[src/rtl/if_stage_if.sv]
// Fetch-stage bus: control from decode/execute, instruction memory port, and decode outputs.
// master = fetch stage, slave = the surrounding pipeline/memory.
interface if_stage_if #(
   parameter int ADDR_W = 8
);
   logic              start;
   logic              stall;
   logic              branch_taken;
   logic [ADDR_W-1:0] branch_target;
   logic [ADDR_W-1:0] imem_addr;
   logic [15:0]       imem_data;
   logic [15:0]       instruction;
   logic              instr_valid;
   logic [ADDR_W-1:0] pc_out;
   logic              halted;
   logic [15:0]       fetch_count;

   modport master (
      input  start, stall, branch_taken, branch_target, imem_data,
      output imem_addr, instruction, instr_valid, pc_out, halted, fetch_count
   );

   modport slave (
      output start, stall, branch_taken, branch_target, imem_data,
      input  imem_addr, instruction, instr_valid, pc_out, halted, fetch_count
   );
endinterface

[src/rtl/if_stage.sv]
// Instruction-fetch stage: PC, instruction register, stall/redirect handling and IDLE/RUN/HALT control.
// Define IF_PERF_CNT_EN to build the fetched-instruction counter; otherwise fetch_count is tied to zero.
module if_stage #(
   parameter int                ADDR_W   = 8,
   parameter logic [ADDR_W-1:0] RESET_PC = '0,
   parameter logic [4:0]        HALT_OP  = 5'b00001
) (
   input logic         clock,
   input logic         reset,
   if_stage_if.master  bus
);

   typedef enum logic [1:0] {S_IDLE, S_RUN, S_HALT} state_t;

   state_t            state_q, state_d;
   logic [ADDR_W-1:0] pc_q, pc_d;
   logic [ADDR_W-1:0] pc_out_q, pc_out_d;
   logic [15:0]       instr_q, instr_d;
   logic              valid_q, valid_d;
   logic              halted_q, halted_d;

   always_comb begin
      state_d  = state_q;
      pc_d     = pc_q;
      pc_out_d = pc_out_q;
      instr_d  = instr_q;
      valid_d  = valid_q;
      unique case (state_q)
         S_IDLE: begin
            instr_d = 16'h0000;
            valid_d = 1'b0;
            if (bus.start) state_d = S_RUN;
         end
         S_RUN: begin
            // A redirect wins over a stall: the decode word belongs to the wrong path anyway.
            if (bus.branch_taken) begin
               pc_d    = bus.branch_target;
               instr_d = 16'h0000;
               valid_d = 1'b0;
            end else if (!bus.stall) begin
               instr_d  = bus.imem_data;
               valid_d  = 1'b1;
               pc_out_d = pc_q;
               pc_d     = pc_q + ADDR_W'(1);
               if (bus.imem_data[15:11] == HALT_OP) state_d = S_HALT;
            end
         end
         S_HALT: begin
            if (bus.branch_taken) begin
               pc_d    = bus.branch_target;
               instr_d = 16'h0000;
               valid_d = 1'b0;
               state_d = S_RUN;
            end else begin
               // The HALT word is held for decode until it is consumed, then replaced by a bubble.
               if (!bus.stall) begin
                  instr_d = 16'h0000;
                  valid_d = 1'b0;
               end
               if (bus.start) state_d = S_RUN;
            end
         end
         default: state_d = S_IDLE;
      endcase
      halted_d = (state_d == S_HALT);
   end

   always_ff @(posedge clock or posedge reset) begin
      if (reset) begin
         state_q  <= S_IDLE;
         pc_q     <= RESET_PC;
         pc_out_q <= '0;
         instr_q  <= 16'h0000;
         valid_q  <= 1'b0;
         halted_q <= 1'b0;
      end else begin
         state_q  <= state_d;
         pc_q     <= pc_d;
         pc_out_q <= pc_out_d;
         instr_q  <= instr_d;
         valid_q  <= valid_d;
         halted_q <= halted_d;
      end
   end

`ifdef IF_PERF_CNT_EN
   logic [15:0] fetch_cnt_q, fetch_cnt_d;

   always_comb begin
      fetch_cnt_d = fetch_cnt_q;
      if (state_q == S_RUN && !bus.branch_taken && !bus.stall) fetch_cnt_d = fetch_cnt_q + 16'd1;
   end

   always_ff @(posedge clock or posedge reset) begin
      if (reset) fetch_cnt_q <= 16'h0000;
      else       fetch_cnt_q <= fetch_cnt_d;
   end

   assign bus.fetch_count = fetch_cnt_q;
`else
   assign bus.fetch_count = 16'h0000;
`endif

   assign bus.imem_addr   = pc_q;
   assign bus.instruction = instr_q;
   assign bus.instr_valid = valid_q;
   assign bus.pc_out      = pc_out_q;
   assign bus.halted      = halted_q;

endmodule
[src/flat_wrapper.sv]
// flat-port wrapper written by rule: the top's interface ports become plain ports
module if_stage_flat 
#(
   parameter int                ADDR_W   = 8,
   parameter logic [ADDR_W-1:0] RESET_PC = '0,
   parameter logic [4:0]        HALT_OP  = 5'b00001
)
  (clock, reset, bus_start, bus_stall, bus_branch_taken, bus_branch_target, bus_imem_data, bus_imem_addr, bus_instruction, bus_instr_valid, bus_pc_out, bus_halted, bus_fetch_count);
  if_stage_if #(.ADDR_W(ADDR_W)) bus_i ();
  input logic clock;
  input logic reset;
  input wire logic [$bits(bus_i.start)-1:0] bus_start;
  input wire logic [$bits(bus_i.stall)-1:0] bus_stall;
  input wire logic [$bits(bus_i.branch_taken)-1:0] bus_branch_taken;
  input wire logic [$bits(bus_i.branch_target)-1:0] bus_branch_target;
  input wire logic [$bits(bus_i.imem_data)-1:0] bus_imem_data;
  output wire logic [$bits(bus_i.imem_addr)-1:0] bus_imem_addr;
  output wire logic [$bits(bus_i.instruction)-1:0] bus_instruction;
  output wire logic [$bits(bus_i.instr_valid)-1:0] bus_instr_valid;
  output wire logic [$bits(bus_i.pc_out)-1:0] bus_pc_out;
  output wire logic [$bits(bus_i.halted)-1:0] bus_halted;
  output wire logic [$bits(bus_i.fetch_count)-1:0] bus_fetch_count;
  assign bus_i.start = bus_start;
  assign bus_i.stall = bus_stall;
  assign bus_i.branch_taken = bus_branch_taken;
  assign bus_i.branch_target = bus_branch_target;
  assign bus_i.imem_data = bus_imem_data;
  assign bus_imem_addr = bus_i.imem_addr;
  assign bus_instruction = bus_i.instruction;
  assign bus_instr_valid = bus_i.instr_valid;
  assign bus_pc_out = bus_i.pc_out;
  assign bus_halted = bus_i.halted;
  assign bus_fetch_count = bus_i.fetch_count;
  if_stage #(.ADDR_W(ADDR_W), .RESET_PC(RESET_PC), .HALT_OP(HALT_OP)) u_core (.clock(clock), .reset(reset), .bus(bus_i));
endmodule
[config.mk]
export PLATFORM = sky130hd
export DESIGN_NAME = if_stage_flat
export DESIGN_NICKNAME = d
export VERILOG_FILES = /design/src/rtl/if_stage_if.sv /design/src/rtl/if_stage.sv /design/src/flat_wrapper.sv
export SDC_FILE = /design/constraint.sdc
export NUM_CORES = 1
export LEC_CHECK = 0
export ABC_AREA = 1
export CORE_UTILIZATION = 55
export DETAILED_ROUTE_END_ITERATION = 6
export DONT_BUFFER_PORTS = 1
export HOLD_SLACK_MARGIN = 0.06
export PLACE_DENSITY = 0.7
export SLEW_MARGIN = 20
export SYNTH_ARGS = -nofsm -noshare
export SYNTH_HDL_FRONTEND = slang
export SYNTH_SLANG_ARGS = --single-unit
[constraint.sdc]
create_clock -name clock -period 3.3 [get_ports clock]
set_input_delay 0.66 -clock clock [delete_from_list [all_inputs] [get_ports clock]]
set_output_delay 0.66 -clock clock [all_outputs]
set_load 0.01 [all_outputs]
==> results of run 1 <==
[worst max-delay path, delay by kind of cell (launching register included)]
family        cells  cell delay, ps
flops             1             470
buf+inv           1             110
simple gates      5             890
[layout make-up]
class / count / area share
clock inverters: 2 / 0.0186
clock buffers: 6 / 0.0219
inverters: 26 / 0.0524
multi-input cells: 168 / 0.397
repair buffers: 1 / 0.00398
well taps: 44 / 0.0292
flip-flops and latches: 36 / 0.477
[placed cells by master (no fill, tap or decap)]
master	n
sky130_fd_sc_hd__o21ai_1	9
sky130_fd_sc_hd__inv_1	23
sky130_fd_sc_hd__nand2_4	2
sky130_fd_sc_hd__clkbuf_1	1
sky130_fd_sc_hd__o21ai_0	22
sky130_fd_sc_hd__buf_4	1
sky130_fd_sc_hd__a21oi_1	2
sky130_fd_sc_hd__a21oi_2	1
sky130_fd_sc_hd__o211ai_1	2
sky130_fd_sc_hd__clkbuf_4	5
sky130_fd_sc_hd__nor2_2	1
sky130_fd_sc_hd__nor3_1	1
sky130_fd_sc_hd__xor2_1	2
sky130_fd_sc_hd__bufinv_16	1
sky130_fd_sc_hd__o21ai_2	1
sky130_fd_sc_hd__clkinv_2	2
sky130_fd_sc_hd__conb_1	16
sky130_fd_sc_hd__dfrtp_1	36
sky130_fd_sc_hd__nand3_1	8
sky130_fd_sc_hd__nor2_1	6
sky130_fd_sc_hd__inv_2	2
sky130_fd_sc_hd__nor2_4	1
sky130_fd_sc_hd__xnor2_1	1
sky130_fd_sc_hd__ha_1	1
sky130_fd_sc_hd__nand2_1	92
[stage by stage]
stage,hold slack (ps),worst slack (ps),instance area [µm²],instances
CTS,304,1720,1890,283
global placement,542,1640,1810,275
global route,326,1540,1890,283
floorplan,514,1840,1920,252
finish,293,1720,1890,283
detailed placement,544,1610,1810,275
[where the power goes]
group	switching, µW	total (µW)	internal [µW]
logic	202	322	120
registers	199	761	562
clock network	142	301	159
[final timing paths]
kind	startpoint	to	slack, ps	cells after the start
max	u_core.state_q[1]$_DFF_PP0_	u_core.bus.imem_addr[7]$_DFFE_PP0P_	1720	6
min	reset	u_core.bus.instruction[2]$_DFFE_PP0P_	290	1
max reg2reg	u_core.state_q[1]$_DFF_PP0_	u_core.bus.imem_addr[7]$_DFFE_PP0P_	1720	6
min reg2reg	u_core.bus.pc_out[3]$_DFFE_PP0P_	u_core.bus.pc_out[3]$_DFFE_PP0P_	570	2
max in group asynchronous	reset	u_core.bus.imem_addr[5]$_DFFE_PP0P_	2300	2
min in group clock	bus_imem_data[0]	u_core.bus.instruction[0]$_DFFE_PP0P_	430	2
[routing by layer]
layer  vias up  share of wire  wire length [µm]  GRT usage
met3         7          0.087               312     0.0736
met1       614           0.45              1620      0.280
met2        59           0.45              1590      0.323
li1        704              -                 -          -
met5         -              0                 0          0
met4         0          0.014                51     0.0797
[kinds of logic after synthesis]
group,share of synthesized area
flip-flops,0.484
buffers and inverters,0.144
adder cells (fa/ha/maj),0.00672
AO/OA/AOI/OAI,0.106
XOR/XNOR,0.0141
AND/OR/NAND/NOR,0.243
other,0.00201
[sequential cells by signal, summed over array words and instances (netlist names)]
signal,flops
u_core.state_q,2
u_core.bus.instr_valid,1
u_core.bus.instruction,16
u_core.bus.imem_addr,8
u_core.bus.pc_out,8
u_core.bus.halted,1
==> impl_metrics.tcl, run 1 <==
set metrics [dict create \
    yosys_register_bits 36 \
    required_ps 3530 \
    yosysWarningCount 0 \
    power.ir.vdd_worst_uv 404 \
    clockRootBuffer "sky130_fd_sc_hd__clkbuf_4" \
    number_of_library_cell_types_mapped_by_synthesis 24 \
    synth-async-reset-ratio 1.00 \
    global_route.overflow_total 0 \
    residual_drc_count 0 \
    core.rowCount 20 \
    grt_antenna_before_repair 0 \
    final.setup_skew_ps 8.02 \
    tritoncts "built" \
    synth_cells 237 \
    worst_slew_pin_slew_ps 752 \
    postCtsHoldBufs 0 \
    multiInputGateArea_um2 749 \
    final.min_clock_period_ps 1580 \
    clock_latency_reported_for_the_late_side_of_the_worst_skew_pair_ps 330 \
    h-tree-depth 2 \
    ctsLongestPathBuffers 2 \
    antenna_cells 0 \
    drive_gt1_frac 0.0711 \
    slew_hr 0.497 \
    power.static_leakage_uw 0.00105 \
    crit_type "flip-flop to flip-flop" \
    dp_hpwl_mm 2.55 \
    globalRouteTotalUtil 0.213 \
    post-layout-total-power_uw 1380 \
    setup.worst_path.end_class "flip-flop" \
    timing.final.setup_violations 0 \
    avgRoutedWirePerCell_um 12.6 \
    critPathMaxStageDelay_ps 570 \
    fmax_ghz 0.633 \
    port-buffer-count 0 \
    fin_crit_sh 0.479 \
    die_h_um 60.2 \
    core_area_mm2 0.00313 \
    cp_data_arrival_time_ps 1810 \
    rsz0062_at_grt "no" \
    finalHoldViolations 0 \
    place.gp.congestion 0.890 \
    die-area_mm2 0.00362 \
    number_of_ports_placed_on_the_die_boundary 79 \
    synthDominantAreaCellType "sky130_fd_sc_hd__dfrtp_1" \
    grt_max_degree 20 \
    start_util 0.595 \
    synth_top_area_share 0.484 \
    postCtsSetupBuffers 0 \
    detailedRoute.firstPassIterationCount 4 \
    crit_chain "inv_2 -> nor2_2 -> nor2_1 -> nand3_1 -> nand2_1 -> nand2_1" \
    maxCapViolCount 0 \
    synthMostInstantiatedCell "sky130_fd_sc_hd__nand2_1" \
    final.setup.tns_ps 0 \
    status "finished, final reports clean" \
    chipWidth_um 60.2 \
    synthFlopType "sky130_fd_sc_hd__dfrtp_1" \
    postRouteAntennaNets 0 \
    layout.core_utilization 0.604 \
    synth_area_mm2 0.00186 \
    tritoncts.num_buffers 5 \
    wl_mm 3.57 \
    critical_path.slowest_cell "sky130_fd_sc_hd__nor2_1" \
    critical-path-top-cell-by-count "sky130_fd_sc_hd__nand2_1" \
    design.final.nets 268 \
    timing.final.max_slew_violations 0 \
    worstHoldPathType "input pin to asynchronous set/reset pin" \
    number_of_enable_flip_flop_cells_after_synthesis 0 \
    netlist_top_cells_area "sky130_fd_sc_hd__dfrtp_1 48%, sky130_fd_sc_hd__nand2_1 19%, sky130_fd_sc_hd__buf_4 6.5%" \
    first_global_vias 1221 \
    sequential_area_share_after_synthesis 0.484 \
    ys_top_cells_by_count "92 x sky130_fd_sc_hd__nand2_1, 36 x sky130_fd_sc_hd__dfrtp_1, 23 x sky130_fd_sc_hd__inv_1" \
    vias_per_cell 4.89 \
    routed-via-count 1384 \
    startpoint_types "flip-flop" \
    power_per_cell_area_mw_per_mm2 733 \
    final.fill_count 297 \
    flow.area_growth_from_synthesis_pct 1.41 \
    timing.critical_path.fanout_max 11 \
    1st_iter_drt_viols 33 \
    post_cts_resized 0 \
    synthesis.area_per_instance_um2 7.86 \
    grt_first_pass_wirelength_mm 5.61 \
    register_area_um2 901 \
    clock_sink_count 36 \
    clkTransAtPathRegs_ps 110 \
]
Note: power is estimated with default switching activity, not from simulation.
==> inputs of run 2 (changes only) <==
--- a/config.mk
+++ b/config.mk
@@ -10,7 +10,7 @@
 export DETAILED_ROUTE_END_ITERATION = 6
 export DONT_BUFFER_PORTS = 1
 export HOLD_SLACK_MARGIN = 0.06
-export PLACE_DENSITY = 0.7
+export PLACE_DENSITY = 0.73
 export SLEW_MARGIN = 20
 export SYNTH_ARGS = -nofsm -noshare
 export SYNTH_HDL_FRONTEND = slang
==> constraint.sdc (replaced) <==
create_clock -name clock -period 1.3 [get_ports clock]
set_input_delay 0.26 -clock clock [delete_from_list [all_inputs] [get_ports clock]]
set_output_delay 0.26 -clock clock [all_outputs]
set_load 0.01 [all_outputs]
==> run 2 against run 1 <==
  * Fmax grew 27%
  * Register-to-register slack lost 1700 ps
  * Routed wire length increased by 11%
  * Clock power increased to 2.6 times the previous value
  * Global-route usage increased by 2.1 points
  * Non-clock buffer count up 26
  * Via count up 8.8%
  * Clock skew about the same
  * Combinational power rose to 3.6 times the previous value
  * Worst hold slack worse by 220 ps
  * Critical endpoint is now u_core.bus.imem_addr[2]$_DFFE_PP0P_
  * Largest power group unchanged
  * Highest routed layer unchanged
==> impl_metrics.tcl, run 2 (same netlist as run 1, synthesis figures left out) <==
set metrics [dict create \
    cp_data_arrival_time_ps 1480 \
    grt_max_degree 37 \
    first_global_vias 1445 \
    clockPowerShare 0.206 \
    layout_commonest_cell "sky130_fd_sc_hd__nand2_1" \
    internal_power_uw 2300 \
    globalRouteTotalUtil 0.235 \
    timing.final.max_slew_violations 0 \
    port-buffer-count 0 \
    clkTransAtPathRegs_ps 110 \
    routed-via-count 1506 \
    switching_share 0.389 \
    1st_iter_drt_viols 134 \
    critPathMaxStageDelay_ps 450 \
    global_route.overflow_total 0 \
    core.rowCount 20 \
    stdcell_area_mm2 0.00220 \
    fmax_ghz 0.804 \
    dp_hpwl_mm 2.71 \
    crit_chain "buf_12 -> nor2_4 -> nand2_4 -> nand2_4 -> inv_2 -> nand2_1 -> nand2_1" \
    worstHoldPathType "input pin to flip-flop" \
    residual_drc_count 0 \
    tritoncts.num_buffers 5 \
    p_sw_uw 1460 \
    grt_antenna_before_repair 0 \
    required_ps 1540 \
    power.ir.vdd_worst_uv 855 \
    power.static_leakage_uw 0.00118 \
    avgRoutedWirePerCell_um 12.7 \
    design.final.nets 295 \
    timing.critical_path.fanout_max 8 \
    timing.hold.ws_ps 74.0 \
    register_area_um2 903 \
    largest_register_ff_count 16 \
    maxCapViolCount 0 \
    wl_mm 3.95 \
    flow.area_growth_from_synthesis_pct 17.9 \
    power_per_cell_area_mw_per_mm2 1720 \
    timing.critical_path.from "u_core.state_q[1]$_DFF_PP0_" \
    fin_crit_sh 0.956 \
    antenna_cells 0 \
    h-tree-depth 2 \
    postRouteAntennaNets 0 \
    ctsLongestPathBuffers 2 \
    critical_path.slowest_cell "sky130_fd_sc_hd__dfrtp_2" \
    critical_r2r_launch "u_core.state_q[1]$_DFF_PP0_" \
    clockRootBuffer "sky130_fd_sc_hd__clkbuf_4" \
    start_util 0.595 \
    hold_depth 2 \
    clock_sink_count 36 \
    final.fill_count 245 \
    core_area_mm2 0.00313 \
    clock_latency_reported_for_the_late_side_of_the_worst_skew_pair_ps 340 \
    final.setup_skew_ps 7.78 \
    detailedRoute.firstPassIterationCount 4 \
    worst_r2r_path_depth 7 \
    rsz0062_at_grt "yes" \
    final_cell_mix "90 x sky130_fd_sc_hd__nand2_1, 34 x sky130_fd_sc_hd__dfrtp_1, 22 x sky130_fd_sc_hd__inv_1" \
    die-area_mm2 0.00362 \
    place.gp.congestion 0.915 \
    timing.final.setup_violations 0 \
    grt_first_pass_wirelength_mm 6.13 \
    status "finished, final reports clean" \
    hp-start "bus_branch_target[2]" \
    finalHoldViolations 0 \
    die_h_um 60.2 \
    rrSetupSlack_ps 60 \
    tritoncts "built" \
    vias_per_cell 4.86 \
    multiInputGateArea_um2 777 \
    combinationalPowerShare 0.308 \
    chipWidth_um 60.2 \
    crit_type "flip-flop to flip-flop" \
    seq_pwr_share 0.485 \
    startpoint_types "flip-flop" \
    final.min_clock_period_ps 1240 \
    setup.worst_path.end_class "flip-flop" \
    postPlaceCellArea_mm2 0.00191 \
    drive_gt1_frac 0.135 \
    number_of_ports_placed_on_the_die_boundary 79 \
]
## run 2: cell count changes in the layout (fill, tap and decap cells not counted), sizes merged
cell	previous run	this run
buf	1	12
nand2	94	95
dlygate4sd3	0	15
clkinvlp	0	1
clkbuf	6	5
## run 2: critical path: cells and delay by family (launching register included)
| kind | cells | cell delay, ps |
|---|---|---|
| buffers and inverters | 2 | 230 |
| DFF | 1 | 450 |
| and+or+nand+nor | 5 | 480 |
## run 2: power groups by stage
stage	combinational (µW)	sequential [µW]	clock, µW
CTS	1140	1820	803
global route	1350	1890	863
detailed placement	1100	1850	0
floorplan	790	1830	0
finish	1160	1830	777
global placement	1070	1830	0
## run 2: cell type report
type	count	share of cell area
clock inverter	3	0.0194
tap	44	0.0251
clock buffer	5	0.0171
inverter	26	0.0450
sequential	36	0.411
multi-input combinational	169	0.354
timing repair buffer	27	0.128
## run 2: stage by stage
stage	worst slack (ps)	setup TNS (ps)	util	std cells	power, µW
floorplan	102	0	-	252	2620
global placement	-8.62	-8.62	0.611	285	2900
detailed placement	-69.9	-329	0.611	285	2940
CTS	26.9	0	0.688	308	3770
global route	-10.1	-19.4	0.702	310	4090
finish	56.9	0	0.702	310	3770
## run 2: path summary, 6_finish.rpt
kind,to
min in group asynchronous,u_core.bus.instruction[10]$_DFFE_PP0P_
min,u_core.bus.imem_addr[2]$_DFFE_PP0P_
max reg2reg,u_core.bus.imem_addr[2]$_DFFE_PP0P_
max,u_core.bus.imem_addr[2]$_DFFE_PP0P_
max in group asynchronous,u_core.state_q[1]$_DFF_PP0_
min reg2reg,u_core.bus.pc_out[2]$_DFFE_PP0P_
## run 2: per-layer routing
layer / vias to the layer above / global-route usage / share of wire
met5: - / 0 / 0
met4: 0 / 0.0797 / 0.014
met3: 5 / 0.0952 / 0.074
met2: 57 / 0.400 / 0.49
met1: 683 / 0.263 / 0.43
li1: 761 / - / -
## run 2: timing repair
item,4_1_cts,5_1_grt
resized for setup,2,13
hold buffers,15,0
buffers inserted,0,1
pin swaps,0,1
cloned,0,1
endpoints found under the hold margin,50,0
endpoints found under the setup margin,17,16
==> inputs of run 3 (changes only) <==
--- a/config.mk
+++ b/config.mk
@@ -6,6 +6,7 @@
 export NUM_CORES = 1
 export LEC_CHECK = 0
 export ABC_AREA = 1
+export CORE_MARGIN = 3
 export CORE_UTILIZATION = 55
 export DETAILED_ROUTE_END_ITERATION = 6
 export DONT_BUFFER_PORTS = 1
==> run 3 against run 2 <==
  * Register-to-register slack better by 30 ps
  * Combinational power about the same
  * Sequential cell count unchanged
  * Core utilization down 1.9 points
  * Critical path depth down 6
  * Via count up 2.4%
  * Worst setup slack better by 5.2 ps
  * Non-clock buffer count down 1
  * Die area up 14%
  * Sequential power about the same
  * Sequential share of layout area up 0.85 points
  * First-iteration DRC count down 31%
==> impl_metrics.tcl, run 3 (same netlist as run 1, synthesis figures left out) <==
set metrics [dict create \
    final.setup.tns_ps 0 \
    core_area_mm2 0.00315 \
    h-tree-depth 2 \
    clkTransAtPathRegs_ps 110 \
    globalRouteTotalUtil 0.206 \
    number_of_buffers_and_inverters_on_the_critical_path 1 \
    timing.final.setup_violations 0 \
    routed-via-count 1542 \
    final_cell_mix "90 x sky130_fd_sc_hd__nand2_1, 33 x sky130_fd_sc_hd__dfrtp_1, 22 x sky130_fd_sc_hd__inv_1" \
    clock_sink_count 36 \
    critical_r2r_launch "u_core.state_q[1]$_DFF_PP0_" \
    detailedRoute.firstPassIterationCount 4 \
    critPathCapture "bus_imem_addr[2]" \
    clockRootBuffer "sky130_fd_sc_hd__clkbuf_4" \
    1st_iter_drt_viols 92 \
    wl_mm 4.28 \
    grt_max_degree 33 \
    design.final.nets 294 \
    final.fill_count 277 \
    crit_chain "buf_4" \
    rr_endpoint "u_core.bus.imem_addr[2]$_DFFE_PP0P_" \
    cp_data_arrival_time_ps 980 \
    final.min_clock_period_ps 1240 \
    critical_path_depth 1 \
    cpLargestDelayFamily "flip-flops" \
    ctsLongestPathBuffers 2 \
    startpoint_types "flip-flop" \
    required_ps 1040 \
    grt_antenna_before_repair 0 \
    place.gp.congestion 0.833 \
    final.setup_skew_ps 5.69 \
    core.rowCount 20 \
    fin_crit_sh 0.952 \
    worstHoldPathType "input pin to flip-flop" \
    finalHoldViolations 0 \
    place_inst 285 \
    rrSetupSlack_ps 90 \
    setup.worst_path.end_class "output port" \
    tritoncts "built" \
    postCtsSetupBuffers 0 \
    power_per_cell_area_mw_per_mm2 1680 \
    layout_commonest_cell "sky130_fd_sc_hd__nand2_1" \
    timing.final.max_slew_violations 0 \
    first_global_vias 1382 \
    rsz0062_at_grt "no" \
    timing.critical_path.fanout_max 7 \
    clock_latency_reported_for_the_late_side_of_the_worst_skew_pair_ps 330 \
    power.static_leakage_uw 0.00116 \
    status "finished, final reports clean" \
    fmax_ghz 0.808 \
    postRouteAntennaNets 0 \
    largest_register_ff_count 16 \
    start_util 0.590 \
    chipWidth_um 64.2 \
    number_of_ports_placed_on_the_die_boundary 79 \
    stdcell_area_mm2 0.00215 \
    dp_hpwl_mm 2.83 \
    final-instance-count-excl-fill 309 \
    port-buffer-count 0 \
    flow.area_growth_from_synthesis_pct 15.7 \
    critical_path.slowest_cell "sky130_fd_sc_hd__dfrtp_2" \
    critPathMaxStageDelay_ps 480 \
    timing.critical_path.from "u_core.bus.imem_addr[2]$_DFFE_PP0P_" \
    global_route.overflow_total 0 \
    antenna_cells 0 \
    worst_r2r_path_depth 7 \
    crit_type "flip-flop to output port" \
    avgRoutedWirePerCell_um 13.8 \
    vias_per_cell 4.99 \
    postPlaceCellArea_mm2 0.00191 \
    tritoncts.num_buffers 5 \
    die-area_mm2 0.00412 \
    drive_gt1_frac 0.132 \
    grt_first_pass_wirelength_mm 6.68 \
    die_h_um 64.2 \
    residual_drc_count 0 \
    maxCapViolCount 0 \
    power.ir.vdd_worst_uv 1010 \
]
run 3: cell count changes in the layout (fill, tap and decap cells not counted), moves of 2 or more:
cell                       delta
sky130_fd_sc_hd__o21ai_1      -5
sky130_fd_sc_hd__o21ai_0      +5
sky130_fd_sc_hd__clkbuf_1     +2
sky130_fd_sc_hd__nor2_4       +2
run 3: layout make-up:
type / instances / area, µm² / share of cell area
inverters: 26 / 98.8 / 0.0459
multi-input cells: 169 / 781 / 0.362
repair buffers: 26 / 256 / 0.119
well taps: 44 / 55.1 / 0.0256
clock buffers: 8 / 58.8 / 0.0273
flip-flops and latches: 36 / 905 / 0.420
run 3: what timing repair did:
action | 4_1_cts | 5_1_grt
hold buffers | 14 | 0
gates resized for setup | 1 | 11
pin swaps | 0 | 3
setup endpoints to repair | 17 | 26
gates cloned | 0 | 2
endpoints found under the hold margin | 49 | 0
run 3: stage by stage:
| step | util | setup slack (ps) | total power [µW] | hold WS, ps |
|---|---|---|---|---|
| after global placement | 0.606 | -3.87 | 2910 | 77.0 |
| after global routing | 0.683 | 5.91 | 3880 | 95.2 |
| after detailed placement | 0.606 | -76.7 | 2940 | 80.9 |
| after floorplan | - | 102 | 2620 | 377 |
| final | 0.683 | 62.1 | 3620 | 82.8 |
| after CTS | 0.672 | 10.1 | 3600 | 78.9 |
run 3: worst min path at each step:
stage / depth (start not counted) / slack [ps] / from / end
after global routing: 2 / 100 / bus_imem_data[12] / u_core.bus.instruction[12]$_DFFE_PP0P_
after detailed placement: 1 / 80 / reset / u_core.bus.instruction[0]$_DFFE_PP0P_
after floorplan: 2 / 380 / bus_imem_data[4] / u_core.bus.instruction[4]$_DFFE_PP0P_
final: 2 / 80 / bus_imem_data[12] / u_core.bus.instruction[12]$_DFFE_PP0P_
after CTS: 2 / 80 / bus_imem_data[13] / u_core.bus.instruction[13]$_DFFE_PP0P_
after global placement: 1 / 80 / reset / u_core.bus.instruction[0]$_DFFE_PP0P_
run 3: where the power goes:
group	leakage (µW)	switching, µW	total, µW	internal (µW)
combinational	0.000673	696	1160	460
sequential	0.000457	398	1830	1430
clock	0.0000326	366	633	267
total	0.00116	1460	3620	2160
run 3: metal layers:
metal  routed length, µm  track usage
met5                   0            0
met4                  28       0.0633
met3                 395       0.0721
met2                2010        0.319
met1                1840        0.271
==> patch 1 (settings of run 2) <==
`instr_q` no longer has a reset.
--- a/src/rtl/if_stage.sv
+++ b/src/rtl/if_stage.sv
@@ -70,17 +70,19 @@
          state_q  <= S_IDLE;
          pc_q     <= RESET_PC;
          pc_out_q <= '0;
-         instr_q  <= 16'h0000;
          valid_q  <= 1'b0;
          halted_q <= 1'b0;
       end else begin
          state_q  <= state_d;
          pc_q     <= pc_d;
          pc_out_q <= pc_out_d;
-         instr_q  <= instr_d;
          valid_q  <= valid_d;
          halted_q <= halted_d;
       end
+   end
+
+   always_ff @(posedge clock) begin
+      instr_q <= instr_d;
    end
 
 `ifdef IF_PERF_CNT_EN
Check against the original RTL: differs if reset is asserted again (counterexample within 4 cycles, from zero or initial values and one cycle with reset high); with reset held inactive, the same outputs for 10 cycles.
==> patch 1 against run 2 <==
- sequential cell count stayed put
- area after synthesis is 0.87% lower
- via count decreased by 11%
- cell area fell by 3.8%
- worst setup slack lost 0.036 ns
- wire length is 9.0% lower
- core utilization fell by 2.7 points
- largest cell class unchanged
- total power grew 3.6%
- critical endpoint is now u_core.bus.imem_addr[4]
==> patch 1: results (changes against run 2) <==
met3 GRT Util=8.01% (was 9.52%); dpl ws=0.0301 ns (was -0.0699 ns); final setup skew=0.0102 ns (was 0.00778 ns); number of synthesized flops with an enable pin=16 (was 0); flop2flop setup slack=0.02 ns (was 0.06 ns); hold_buf cts=1 (was 15); M1 GR Usage=25.7% (was 26.3%); Final HPWL DP=2590 um (was 2710 um); status=complete, no violations (unchanged); CP endpoint=u_core.bus.imem_addr[4] (was u_core.bus.imem_addr[2]); post-synth cell types=25 (was 24); max reg flops=16 (unchanged); global-route wire length before repair=5550 um (was 6130 um); most common library cells after synthesis=nand2_1 (57), inv_1 (33), nor2_1 (22), dfrtp_1 (20), buf_4 (17) (was nand2_1 (92), dfrtp_1 (36), inv_1 (23), o21ai_0 (22), buf_4 (16)); Synth Area in Compound Gates=6.31% (was 10.6%); global-route track usage on met2=35.4% (was 40.0%); Tmin final=1.28 ns (was 1.24 ns); leakage=1.08 nW (was 1.18 nW); VDD IR-drop max=0.913 mV (was 0.855 mV); WL per Instance=12.6 um (was 12.7 um); Post-Synth Adder-Cell Area=0.678% (was 0.672%); Min Hold Slack=0.0831 ns (was 0.0740 ns); RePlAce Congestion=0.834 (was 0.915); cell area after placement=1940 sq um (was 1910 sq um); Comb pwr share=33.6% (was 30.8%); GRT Resource Usage Total=21.9% (was 23.5%); Synth Area in XOR/XNOR=0.949% (was 1.41%); ys async rst share=55.6% (was 100%); Sw Ratio=39.4% (was 38.9%); vias in the first global route=1,216 (was 1,445); ratio of cells with drive above 1 in the final layout=22.8% (was 13.5%); largest net degree at the start of global routing=21 (was 37); Flop+latch power=2.02 mW (was 1.83 mW); Post-CTS Setup Bufs=2 (was 0)
==> patch 1: per-stage QoR <==
step | cells | power [mW]
6_report | 285 | 3.90
5_1_grt | 285 | 4.20
4_1_cts | 281 | 3.75
3_5_place_dp | 270 | 3.14
3_3_place_gp | 270 | 3.10
2_1_floorplan | 231 | 2.77
==> patch 1: routing by layer <==
| metal | share of wire [%] | up-vias |
|---|---|---|
| met4 | 1.7 | 0 |
| met2 | 48 | 55 |
| met1 | 43 | 593 |
| li1 | - | 683 |
| met3 | 7.1 | 8 |
| met5 | 0 | - |
==> patch 1: critical path: stages (launching register included) <==
cell,delay [ns]
dfrtp_1,0.45
nor2_2,0.24
nand2_2,0.11
nand2_4,0.14
o21ai_0,0.10
inv_1,0.08
nand2_1,0.06
nand2_1,0.05
==> patch 1: cell type report <==
class	instances	area, sq um
sequential	36	983
multi-input combinational	138	681
inverter	37	144
clock inverter	1	5.00
clock buffer	7	45.0
tap	44	55.1
fill	241	1020
timing repair buffer	22	199
==> patch 2 (flow settings as in run 2) <==
Made on the original files. `ADDR_W` is set to 8 in 3 places; all go to 9.
--- a/src/rtl/if_stage_if.sv
+++ b/src/rtl/if_stage_if.sv
@@ -1,7 +1,7 @@
 // Fetch-stage bus: control from decode/execute, instruction memory port, and decode outputs.
 // master = fetch stage, slave = the surrounding pipeline/memory.
 interface if_stage_if #(
-   parameter int ADDR_W = 8
+   parameter int ADDR_W = 9
 );
    logic              start;
    logic              stall;
--- a/src/rtl/if_stage.sv
+++ b/src/rtl/if_stage.sv
@@ -1,7 +1,7 @@
 // Instruction-fetch stage: PC, instruction register, stall/redirect handling and IDLE/RUN/HALT control.
 // Define IF_PERF_CNT_EN to build the fetched-instruction counter; otherwise fetch_count is tied to zero.
 module if_stage #(
-   parameter int                ADDR_W   = 8,
+   parameter int                ADDR_W   = 9,
    parameter logic [ADDR_W-1:0] RESET_PC = '0,
    parameter logic [4:0]        HALT_OP  = 5'b00001
 ) (
--- a/src/flat_wrapper.sv
+++ b/src/flat_wrapper.sv
@@ -1,7 +1,7 @@
 // flat-port wrapper written by rule: the top's interface ports become plain ports
 module if_stage_flat 
 #(
-   parameter int                ADDR_W   = 8,
+   parameter int                ADDR_W   = 9,
    parameter logic [ADDR_W-1:0] RESET_PC = '0,
    parameter logic [4:0]        HALT_OP  = 5'b00001
 )
Interface: changed (resized bus_branch_target, bus_imem_addr and bus_pc_out); port bits go from 79 to 82. No check against the original RTL was run, so the function may have changed too.
==> patch 2 against run 2 <==
- area after synthesis is 7.9% higher
- wire length is 8.3% higher
- sequential cell count is 2 higher
- clock skew is 0.0038 ns lower
- worst setup slack worse by 0.044 ns
- combinational power is 41% higher
- first-iteration DRC count is 31% lower
- cell area is 7.1% higher
- total power is 21% higher
- critical path depth is 1 lower
- cell count is 4.5% higher
==> patch 2: results (changes against run 2) <==
Synth Area in XOR/XNOR=0.436% (was 1.41%); cell area after placement=2040 sq um (was 1910 sq um); Metal-1 WL=1920 um (was 1680 um); M1 GR Usage=30.5% (was 26.3%); sequential standard cell area=953 sq um (was 903 sq um); Clk pin slew, worst setup/hold paths=0.11 ns (about the same); clock latency at the later pin of the worst-skew pair=0.34 ns (about the same); global-route wire length before repair=6660 um (was 6130 um); slowest stage delay, CP=0.43 ns (was 0.45 ns); ClkCell Share=3.46% (was 3.65%); layout clock buffer count=6 (was 5); Syn Area/Cell=8.04 sq um (was 7.86 sq um); Post-Synth Adder-Cell Area=0.623% (was 0.672%); Multi-input comb cells=168 (was 169); post-synth cell types=20 (was 24); GRT Resource Usage Total=22.2% (was 23.5%); nonclk buf count=29 (was 27); Max stage delay cell, worst path=dfrtp_1 (was dfrtp_2); status=complete, no violations (unchanged); fin area=2350 sq um (was 2200 sq um); ys async rst share=100% (unchanged); met3 GRT Util=9.31% (was 9.52%); FF+latch count, synth=38 (was 36); most common library cells after synthesis=nand2_1 (58), dfrtp_1 (38), inv_1 (36), nand3_1 (30), o21ai_0 (23) (was nand2_1 (92), dfrtp_1 (36), inv_1 (23), o21ai_0 (22), buf_4 (16)); root buf cell=clkbuf_4 (unchanged); largest cells by area after synthesis=dfrtp_1 (47%), nand2_1 (11%), nand3_1 (7.5%) (was dfrtp_1 (48%), nand2_1 (19%), buf_4 (6.5%)); Final HPWL DP=2830 um (was 2710 um); Layout non-clock buf frac=13.1% (was 12.8%); VDD IR-drop max=0.838 mV (was 0.855 mV); Final nets=309 (was 295); DR WL met2=1940 um (was 1920 um); inverter count=36 (was 26); area taken by multi-input logic gates=817 sq um (was 777 sq um); worst hold-check path type=in2reg (unchanged); Initial DRC Count=93 (was 134); routed length on met3=327 um (was 292 um); Via Count=1,606 (was 1,506); via/cell ratio=4.96 (was 4.86); ratio of cells with drive above 1 in the final layout=16.2% (was 13.5%); filler cell count in the final layout=279 (was 245); WL per Instance=13.2 um (was 12.7 um); leakage=1.19 nW (was 1.18 nW); largest net degree at the start of global routing=39 (was 37); dpl ws=-0.00679 ns (was -0.0699 ns); Arr. time, crit path=1.56 ns (was 1.48 ns); global-route track usage on met2=31.5% (was 40.0%); final setup skew=0.00402 ns (was 0.00778 ns); First-pass DRT Iterations=4 (unchanged); sequential area share after synthesis=47.3% (was 48.4%); vias in the first global route=1,393 (was 1,445); Synth Area in Compound Gates=11.1% (was 10.6%); Placed Instances=300 (was 285); # diodes=0 (unchanged); RePlAce Congestion=0.849 (was 0.915); reg2reg path depth=6 (was 7); final setup violation count=0 (unchanged); Top delay family on crit path=flip-flops (was simple AND/OR/NAND/NOR gates)
patch 2: timing repair:
item                                    in CTS  in global routing
hold buffers                                 7                  7
cloned                                       0                  3
endpoints found under the setup margin       4                 33
gates resized for setup                      1                 24
pin swaps                                    0                  2
endpoints found under the hold margin       44                  7
patch 2: power breakdown:
part	switching, mW	total, mW	leakage (nW)	internal (mW)
clock network	0.373	0.821	0.0443	0.448
registers	0.515	2.11	0.480	1.59
logic	0.975	1.63	0.665	0.652
patch 2: worst paths after layout:
kind / startpoint / endpoint / slack [ns]
max: u_core.state_q[1] / u_core.bus.instruction[13] / 0.01
min: bus_imem_data[9] / u_core.bus.instruction[9] / 0.06
max reg2reg: u_core.state_q[1] / u_core.bus.instruction[13] / 0.01
min reg2reg: u_core.bus.pc_out[2] / u_core.bus.pc_out[2] / 0.56
max in group asynchronous: reset / u_core.state_q[0] / 0.50
min in group asynchronous: reset / u_core.bus.pc_out[1] / 0.45
